`src/rtl/read_descriptor_sequencer_pkg.sv`:
```
// Shared definitions for the read descriptor sequencer: FSM state encoding
// and the packing layout of a queued descriptor {base | length | fixed | tag}.
package read_descriptor_sequencer_pkg;

  localparam logic [2:0] ST_IDLE   = 3'd0;
  localparam logic [2:0] ST_LOAD   = 3'd1;
  localparam logic [2:0] ST_ISSUE  = 3'd2;
  localparam logic [2:0] ST_SETTLE = 3'd3;
  localparam logic [2:0] ST_WAIT   = 3'd4;
  localparam logic [2:0] ST_DONE   = 3'd5;

  function automatic int desc_width(int aw, int tw);
    return 2 * aw + 1 + tw;
  endfunction

  function automatic int fixed_bit(int tw);
    return tw;
  endfunction

  function automatic int length_lsb(int tw);
    return tw + 1;
  endfunction

  function automatic int base_lsb(int aw, int tw);
    return tw + 1 + aw;
  endfunction

endpackage

```
`src/rtl/read_descriptor_sequencer_if.sv`:
```
// Descriptor, read-master control and status signals of the sequencer.
// The sequencer uses the master modport; its environment uses slave.
interface read_descriptor_sequencer_if #(
  parameter int ADDRESSWIDTH = 24,
  parameter int TAGWIDTH     = 8
);

  logic                    desc_valid;
  logic                    desc_ready;
  logic [ADDRESSWIDTH-1:0] desc_base;
  logic [ADDRESSWIDTH-1:0] desc_length;
  logic                    desc_fixed_location;
  logic [TAGWIDTH-1:0]     desc_tag;

  logic                    control_go;
  logic [ADDRESSWIDTH-1:0] control_read_base;
  logic [ADDRESSWIDTH-1:0] control_read_length;
  logic                    control_fixed_location;
  logic                    control_done;

  logic                    status_busy;
  logic                    status_complete;
  logic                    status_error;
  logic [TAGWIDTH-1:0]     status_tag;

  modport master (
    input  desc_valid, desc_base, desc_length, desc_fixed_location, desc_tag,
    input  control_done,
    output desc_ready,
    output control_go, control_read_base, control_read_length, control_fixed_location,
    output status_busy, status_complete, status_error, status_tag
  );

  modport slave (
    output desc_valid, desc_base, desc_length, desc_fixed_location, desc_tag,
    output control_done,
    input  desc_ready,
    input  control_go, control_read_base, control_read_length, control_fixed_location,
    input  status_busy, status_complete, status_error, status_tag
  );

endinterface

```
`src/rtl/read_descriptor_sequencer_desc_fifo.sv`:
```
// Register FIFO with full/empty flags and show-ahead read data.
// DEPTH must be a power of two so the pointers wrap naturally.
module desc_fifo #(
  parameter int WIDTH      = 8,
  parameter int DEPTH      = 4,
  parameter int DEPTH_LOG2 = 2
) (
  input  logic             clk,
  input  logic             rst_n,
  input  logic             push_i,
  input  logic [WIDTH-1:0] push_data_i,
  input  logic             pop_i,
  output logic [WIDTH-1:0] pop_data_o,
  output logic             full_o,
  output logic             empty_o
);

  logic [WIDTH-1:0]      mem_q [DEPTH];
  logic [DEPTH_LOG2-1:0] wr_ptr_q, wr_ptr_d;
  logic [DEPTH_LOG2-1:0] rd_ptr_q, rd_ptr_d;
  logic [DEPTH_LOG2:0]   count_q, count_d;
  logic                  push_ok;
  logic                  pop_ok;

  assign full_o     = (count_q == (DEPTH_LOG2+1)'(DEPTH));
  assign empty_o    = (count_q == '0);
  assign push_ok    = push_i & ~full_o;
  assign pop_ok     = pop_i & ~empty_o;
  assign pop_data_o = mem_q[rd_ptr_q];

  always_comb begin
    wr_ptr_d = wr_ptr_q;
    rd_ptr_d = rd_ptr_q;
    count_d  = count_q;
    if (push_ok) wr_ptr_d = wr_ptr_q + 1'b1;
    if (pop_ok)  rd_ptr_d = rd_ptr_q + 1'b1;
    case ({push_ok, pop_ok})
      2'b10:   count_d = count_q + 1'b1;
      2'b01:   count_d = count_q - 1'b1;
      default: count_d = count_q;
    endcase
  end

  always_ff @(posedge clk or negedge rst_n) begin
    if (!rst_n) begin
      wr_ptr_q <= '0;
      rd_ptr_q <= '0;
      count_q  <= '0;
    end else begin
      wr_ptr_q <= wr_ptr_d;
      rd_ptr_q <= rd_ptr_d;
      count_q  <= count_d;
    end
  end

  // Storage needs no reset: an entry is only read after it has been written.
  always_ff @(posedge clk) begin
    if (push_ok) mem_q[wr_ptr_q] <= push_data_i;
  end

endmodule

```
`src/rtl/read_descriptor_sequencer.sv`:
```
// Queues read descriptors, splits each into MAXCHUNK-sized read-master
// commands, waits for control_done per chunk and reports one completion.
//
// state  | meaning
// IDLE   | waiting for a queued descriptor; pops it into working registers
// LOAD   | validate, register chunk base/length/fixed for the read master
// ISSUE  | control_go pulse
// SETTLE | dead cycle while the read master's done flag is stale
// WAIT   | wait for control_done, advance address and remaining length
// DONE   | completion pulse with tag and error
module read_descriptor_sequencer
  import read_descriptor_sequencer_pkg::*;
#(
  parameter int ADDRESSWIDTH    = 24,
  parameter int BYTEENABLEWIDTH = 2,
  parameter int MAXCHUNK        = 256,
  parameter int DESCDEPTH       = 4,
  parameter int DESCDEPTH_LOG2  = 2,
  parameter int TAGWIDTH        = 8
) (
  input logic                         clk,
  input logic                         reset_n,
  read_descriptor_sequencer_if.master bus
);

  localparam int DW     = desc_width(ADDRESSWIDTH, TAGWIDTH);
  localparam int FIX_B  = fixed_bit(TAGWIDTH);
  localparam int LEN_L  = length_lsb(TAGWIDTH);
  localparam int BASE_L = base_lsb(ADDRESSWIDTH, TAGWIDTH);

  localparam logic [ADDRESSWIDTH-1:0] MAXCHUNK_W = ADDRESSWIDTH'(MAXCHUNK);
  localparam logic [ADDRESSWIDTH-1:0] BEW_W      = ADDRESSWIDTH'(BYTEENABLEWIDTH);

  logic                    ready_en_q;
  logic                    fifo_push;
  logic                    fifo_pop;
  logic                    fifo_full;
  logic                    fifo_empty;
  logic [DW-1:0]           fifo_din;
  logic [DW-1:0]           fifo_dout;

  logic [2:0]              state_q, state_d;
  logic [ADDRESSWIDTH-1:0] cur_addr_q, cur_addr_d;
  logic [ADDRESSWIDTH-1:0] remaining_q, remaining_d;
  logic                    fixed_q, fixed_d;
  logic [TAGWIDTH-1:0]     tag_q, tag_d;
  logic                    error_q, error_d;
  logic [ADDRESSWIDTH-1:0] rd_base_q, rd_base_d;
  logic [ADDRESSWIDTH-1:0] rd_len_q, rd_len_d;
  logic                    rd_fixed_q, rd_fixed_d;

  logic [ADDRESSWIDTH-1:0] chunk;
  logic                    bad_desc;

  // desc_ready stays low through reset and comes up on the first clock after.
  assign bus.desc_ready = ready_en_q & ~fifo_full;
  assign fifo_push      = bus.desc_valid & bus.desc_ready;
  assign fifo_pop       = (state_q == ST_IDLE) & ~fifo_empty;
  assign fifo_din       = {bus.desc_base, bus.desc_length, bus.desc_fixed_location, bus.desc_tag};

  desc_fifo #(
    .WIDTH      (DW),
    .DEPTH      (DESCDEPTH),
    .DEPTH_LOG2 (DESCDEPTH_LOG2)
  ) u_desc_fifo (
    .clk         (clk),
    .rst_n       (reset_n),
    .push_i      (fifo_push),
    .push_data_i (fifo_din),
    .pop_i       (fifo_pop),
    .pop_data_o  (fifo_dout),
    .full_o      (fifo_full),
    .empty_o     (fifo_empty)
  );

  assign chunk    = (remaining_q > MAXCHUNK_W) ? MAXCHUNK_W : remaining_q;
  assign bad_desc = (remaining_q == '0) ||
                    ((remaining_q % BEW_W) != '0) ||
                    ((cur_addr_q % BEW_W) != '0);

  always_comb begin
    state_d     = state_q;
    cur_addr_d  = cur_addr_q;
    remaining_d = remaining_q;
    fixed_d     = fixed_q;
    tag_d       = tag_q;
    error_d     = error_q;
    rd_base_d   = rd_base_q;
    rd_len_d    = rd_len_q;
    rd_fixed_d  = rd_fixed_q;
    case (state_q)
      ST_IDLE: begin
        if (!fifo_empty) begin
          cur_addr_d  = fifo_dout[BASE_L +: ADDRESSWIDTH];
          remaining_d = fifo_dout[LEN_L +: ADDRESSWIDTH];
          fixed_d     = fifo_dout[FIX_B];
          tag_d       = fifo_dout[TAGWIDTH-1:0];
          error_d     = 1'b0;
          state_d     = ST_LOAD;
        end
      end
      ST_LOAD: begin
        if (bad_desc) begin
          error_d = 1'b1;
          state_d = ST_DONE;
        end else begin
          rd_base_d  = cur_addr_q;
          rd_len_d   = chunk;
          rd_fixed_d = fixed_q;
          state_d    = ST_ISSUE;
        end
      end
      ST_ISSUE:  state_d = ST_SETTLE;
      ST_SETTLE: state_d = ST_WAIT;
      ST_WAIT: begin
        if (bus.control_done) begin
          remaining_d = remaining_q - rd_len_q;
          if (!fixed_q) cur_addr_d = cur_addr_q + rd_len_q;
          state_d = (remaining_q == rd_len_q) ? ST_DONE : ST_LOAD;
        end
      end
      ST_DONE:   state_d = ST_IDLE;
      default:   state_d = ST_IDLE;
    endcase
  end

  always_ff @(posedge clk or negedge reset_n) begin
    if (!reset_n) begin
      ready_en_q  <= 1'b0;
      state_q     <= ST_IDLE;
      cur_addr_q  <= '0;
      remaining_q <= '0;
      fixed_q     <= 1'b0;
      tag_q       <= '0;
      error_q     <= 1'b0;
      rd_base_q   <= '0;
      rd_len_q    <= '0;
      rd_fixed_q  <= 1'b0;
    end else begin
      ready_en_q  <= 1'b1;
      state_q     <= state_d;
      cur_addr_q  <= cur_addr_d;
      remaining_q <= remaining_d;
      fixed_q     <= fixed_d;
      tag_q       <= tag_d;
      error_q     <= error_d;
      rd_base_q   <= rd_base_d;
      rd_len_q    <= rd_len_d;
      rd_fixed_q  <= rd_fixed_d;
    end
  end

  assign bus.control_go             = (state_q == ST_ISSUE);
  assign bus.control_read_base      = rd_base_q;
  assign bus.control_read_length    = rd_len_q;
  assign bus.control_fixed_location = rd_fixed_q;

  assign bus.status_busy     = (state_q != ST_IDLE);
  assign bus.status_complete = (state_q == ST_DONE);
  assign bus.status_error    = (state_q == ST_DONE) & error_q;
  assign bus.status_tag      = (state_q == ST_DONE) ? tag_q : '0;

endmodule

```
`src/flat_wrapper.sv`:
```
// flat-port wrapper written by rule: the top's interface ports become plain ports
module read_descriptor_sequencer_flat import read_descriptor_sequencer_pkg::*;
#(
  parameter int ADDRESSWIDTH    = 24,
  parameter int BYTEENABLEWIDTH = 2,
  parameter int MAXCHUNK        = 256,
  parameter int DESCDEPTH       = 4,
  parameter int DESCDEPTH_LOG2  = 2,
  parameter int TAGWIDTH        = 8
)
  (clk, reset_n, bus_desc_valid, bus_desc_base, bus_desc_length, bus_desc_fixed_location, bus_desc_tag, bus_control_done, bus_desc_ready, bus_control_go, bus_control_read_base, bus_control_read_length, bus_control_fixed_location, bus_status_busy, bus_status_complete, bus_status_error, bus_status_tag);
  read_descriptor_sequencer_if #(.ADDRESSWIDTH(ADDRESSWIDTH), .TAGWIDTH(TAGWIDTH)) bus_i ();
  input logic clk;
  input logic reset_n;
  input wire logic [$bits(bus_i.desc_valid)-1:0] bus_desc_valid;
  input wire logic [$bits(bus_i.desc_base)-1:0] bus_desc_base;
  input wire logic [$bits(bus_i.desc_length)-1:0] bus_desc_length;
  input wire logic [$bits(bus_i.desc_fixed_location)-1:0] bus_desc_fixed_location;
  input wire logic [$bits(bus_i.desc_tag)-1:0] bus_desc_tag;
  input wire logic [$bits(bus_i.control_done)-1:0] bus_control_done;
  output wire logic [$bits(bus_i.desc_ready)-1:0] bus_desc_ready;
  output wire logic [$bits(bus_i.control_go)-1:0] bus_control_go;
  output wire logic [$bits(bus_i.control_read_base)-1:0] bus_control_read_base;
  output wire logic [$bits(bus_i.control_read_length)-1:0] bus_control_read_length;
  output wire logic [$bits(bus_i.control_fixed_location)-1:0] bus_control_fixed_location;
  output wire logic [$bits(bus_i.status_busy)-1:0] bus_status_busy;
  output wire logic [$bits(bus_i.status_complete)-1:0] bus_status_complete;
  output wire logic [$bits(bus_i.status_error)-1:0] bus_status_error;
  output wire logic [$bits(bus_i.status_tag)-1:0] bus_status_tag;
  assign bus_i.desc_valid = bus_desc_valid;
  assign bus_i.desc_base = bus_desc_base;
  assign bus_i.desc_length = bus_desc_length;
  assign bus_i.desc_fixed_location = bus_desc_fixed_location;
  assign bus_i.desc_tag = bus_desc_tag;
  assign bus_i.control_done = bus_control_done;
  assign bus_desc_ready = bus_i.desc_ready;
  assign bus_control_go = bus_i.control_go;
  assign bus_control_read_base = bus_i.control_read_base;
  assign bus_control_read_length = bus_i.control_read_length;
  assign bus_control_fixed_location = bus_i.control_fixed_location;
  assign bus_status_busy = bus_i.status_busy;
  assign bus_status_complete = bus_i.status_complete;
  assign bus_status_error = bus_i.status_error;
  assign bus_status_tag = bus_i.status_tag;
  read_descriptor_sequencer #(.ADDRESSWIDTH(ADDRESSWIDTH), .BYTEENABLEWIDTH(BYTEENABLEWIDTH), .MAXCHUNK(MAXCHUNK), .DESCDEPTH(DESCDEPTH), .DESCDEPTH_LOG2(DESCDEPTH_LOG2), .TAGWIDTH(TAGWIDTH)) u_core (.clk(clk), .reset_n(reset_n), .bus(bus_i));
endmodule
```
`config.mk`:
```
export PLATFORM = sky130hd
export DESIGN_NAME = read_descriptor_sequencer_flat
export DESIGN_NICKNAME = d
export VERILOG_FILES = /design/src/rtl/read_descriptor_sequencer_pkg.sv /design/src/rtl/read_descriptor_sequencer_if.sv /design/src/rtl/read_descriptor_sequencer_desc_fifo.sv /design/src/rtl/read_descriptor_sequencer.sv /design/src/flat_wrapper.sv
export SDC_FILE = /design/constraint.sdc
export NUM_CORES = 1
export LEC_CHECK = 0
export ABC_CLOCK_PERIOD_IN_PS = 3960
export CORE_MARGIN = 2
export CORE_UTILIZATION = 60
export DETAILED_ROUTE_END_ITERATION = 10
export GPL_TIMING_DRIVEN = 0
export PLACE_DENSITY = 0.88
export RECOVER_POWER = 100
export SYNTH_ARGS = -nofsm -noshare
export SYNTH_HDL_FRONTEND = slang
export SYNTH_SLANG_ARGS = --single-unit
```
`constraint.sdc`:
```
create_clock -name clk -period 3.96 [get_ports clk]
set_input_delay 0.594 -clock clk [delete_from_list [all_inputs] [get_ports clk]]
set_output_delay 0.594 -clock clk [all_outputs]
set_load 0.01 [all_outputs]
```
==> out/qor.yml <==
route:
  dr.first_iter.drc_count: 1020
  final_antenna_net_count: 0
  routed_via_density: 6.24
  drc: 0
  drt_wl_total_um: 38300
  route.detailed.wl_per_inst_um: 23.0
  via_count: 10400
  drt_first_pass_iters: 5
critical_path:
  worstSetupEndpointType: "flop"
  criticalPathCategory: "reg2reg"
  crit_fanout: 10
  reg2reg_setup_slack_ns: 0.33
  reg2reg_to: "u_core.bus.control_read_length[6]"
  arrival_ns: 4.04
  start_kind: "flop"
  r2r_start: "u_core.remaining_q[16]"
  reg2reg_depth: 9
  cp_data_required_time_ns: 4.38
  crit_end: "u_core.bus.control_read_length[6]"
  crit_start: "u_core.remaining_q[16]"
synth:
  synth_cell_types: 74
  synth-seq-cells: 346
  syn_area_sq_um: 15800
  yosysWarningCount: 0
  syn-num-nets: 1250
  synth_flop_cell: "edfxtp_1"
  synth_edf_count: 228
  synth_cells: 1135
  synth_area_per_cell_sq_um: 14.0
  ys_seq_area_share_pct: 61.9
  ys_async_sr_fraction_pct: 34.1
cells_and_area:
  stdcell_area_sq_um: 18700
  fillers: 1713
  drive_above_1_share_pct: 11.3
  area_growth_pct: 17.8
  post-route-util_pct: 71.8
  nets: 1412
timing:
  setup_viol: 0
  tightest_slew_ns: 1.97
  min_period_ns: 3.63
  fin_crit_sh_pct: 91.6
  drv_slew: 265
  fmax_mhz: 276
  relSlewSlack_pct: -31.6
  clock_skew_ns: 0.0151
  setup_tns_ns: 0
  hold_violations: 0
  hold_slack_ns: 0.487
  grt_setup_unrepaired: "false"
pwr:
  leakage_nw: 7.10
  power_density_nw_per_um2: 756
  vdd_ir_drop_max_v: 0.000513
grt:
  grtUsageTotal_pct: 28.1
  grt_pass1_wl_um: 60500
  grt_overflow: 0
  antenna_found_initial: 0
  grt_pass1_vias: 10800
  grt_max_degree: 87
clocking:
  clk_latency_ns: 0.53
  clock-sinks: 346
  clk_path_buf_depth: 3
  cts_tree: "built"
  cts_buffers: 36
  cts_root_buf: "clkbuf_16"
  clk_pin_slew_ns: 0.06
  hold_buffers: 1
  post_cts_buffers: 0
  ctsResizeCount: 0
  htree_levels: 2
worst_hold_path:
  hold_class: "reg2reg"
placement:
  place_area_sq_um: 17500
  place_hpwl_um: 26100
  place_congestion: 0.959
  port_buffers: 122
die:
  start_util_pct: 61.0
  num_rows: 59
  die_w_um: 166
  fp.dieH_um: 166
  die_area_sq_um: 27700
  core-area_sq_um: 26000
  ios: 123
status:
  status: "complete, but fails checks"
  failed_checks: "max-capacitance violations, max-slew violations"
job:
  maxCapViolCount: 5
cells in the final DEF, fill, tap and decap left out, drive strengths merged, types with 22 or more instances in the layout:
| master | instances |
|---|---|
| ha | 51 |
| mux2 | 34 |
| clkbuf | 89 |
| mux4 | 57 |
| edfxtp | 228 |
| dlygate4sd3 | 119 |
| a21oi | 78 |
| inv | 55 |
| nand2 | 65 |
| dfrtp | 118 |
| nor2 | 58 |
| xnor2 | 22 |
| and3 | 26 |
| o21ai | 50 |
| and2 | 22 |
routing by layer:
layer,global-route usage (%),vias up,routed length [um]
met5,0,-,0
met4,8.62,0,990
met3,4.37,78,2610
met2,47.2,418,19100
met1,38.6,5219,15500
li1,-,4645,-
power by group:
part	total (mW)	switching (mW)	internal [mW]
Clock	3.45	1.39	2.06
Sequential	5.08	0.444	4.64
Combinational	5.59	3.30	2.29
cells in the mapped netlist, types with 23 or more instances:
cell type	number	area, sq um
nand2_1	65	244
and3_1	26	163
mux2_1	23	259
o21ai_0	30	150
inv_1	51	191
dfrtp_1	118	2950
ha_1	51	638
mux4_2	57	1280
edfxtp_1	228	6850
nor2_1	58	218
a21oi_1	78	390
clkbuf_1	32	120
cell type report:
| class | count | area [sq um] | area share (%) |
|---|---|---|---|
| clock inverters | 18 | 205 | 1.10 |
| flip-flops and latches | 346 | 9800 | 52.5 |
| diodes | 1 | 2.50 | 0.0134 |
| plain buffers | 57 | 238 | 1.27 |
| multi-input cells | 680 | 5550 | 29.7 |
| repair buffers | 124 | 1250 | 6.71 |
| clock buffers | 47 | 1000 | 5.38 |
| inverters | 52 | 195 | 1.05 |
| well taps | 335 | 419 | 2.25 |
cells by family after synthesis:
group                    Yosys count  share of synthesized area, %
AO/OA/AOI/OAI                    228                          9.57
flip-flops                       346                          61.9
multiplexers                      95                          10.8
adder cells (fa/ha/maj)           54                          4.41
buffers and inverters            109                          2.80
XOR/XNOR                          41                          2.27
other                              1                        0.0237
AND/OR/NAND/NOR                  261                          8.28
registers in the layout (all words and copies together) (netlist names), 2 cells and up:
register                        count
u_core.u_desc_fifo.wr_ptr_q         2
u_core.u_desc_fifo.mem_q          228
u_core.remaining_q                 24
u_core.bus.control_read_length     24
u_core.cur_addr_q                  24
u_core.u_desc_fifo.count_q          3
u_core.tag_q                        8
u_core.u_desc_fifo.rd_ptr_q         2
u_core.bus.control_read_base       24
u_core.state_q                      3
worst max-delay path: stages (launching register included):
cell and delay, ns:
dfrtp_1 0.40, nor4_1 0.36, nand4_1 0.23, o41ai_1 0.84
or2_0 0.30, clkbuf_1 0.28, clkbuf_1 0.57, buf_2 0.35
nand2_1 0.09, o31ai_1 0.09
per-stage QoR:
stage	instances	setup WS, ns	power (mW)
floorplan	1135	1.21	8.88
global placement	1592	-2.36	10.6
detailed placement	1593	1.01	10.8
CTS	1659	0.481	14.2
global route	1659	0.247	14.9
finish	1660	0.333	14.1
worst min path at each step:
stage / start / end / slack [ns] / cells after the start
3_3_place_gp: u_core.bus.control_read_base[17] / u_core.bus.control_read_base[17] / 0.48 / 1
3_5_place_dp: u_core.bus.control_read_base[9] / u_core.bus.control_read_base[9] / 0.48 / 1
2_1_floorplan: reset_n / u_core.bus.control_fixed_location / 0.30 / 0
5_1_grt: u_core.bus.control_read_base[9] / u_core.bus.control_read_base[9] / 0.50 / 1
6_report: u_core.bus.control_read_base[5] / u_core.bus.control_read_base[5] / 0.49 / 1
4_1_cts: u_core.bus.control_read_base[9] / u_core.bus.control_read_base[9] / 0.50 / 1
Note: power is estimated with default switching activity, not from simulation.
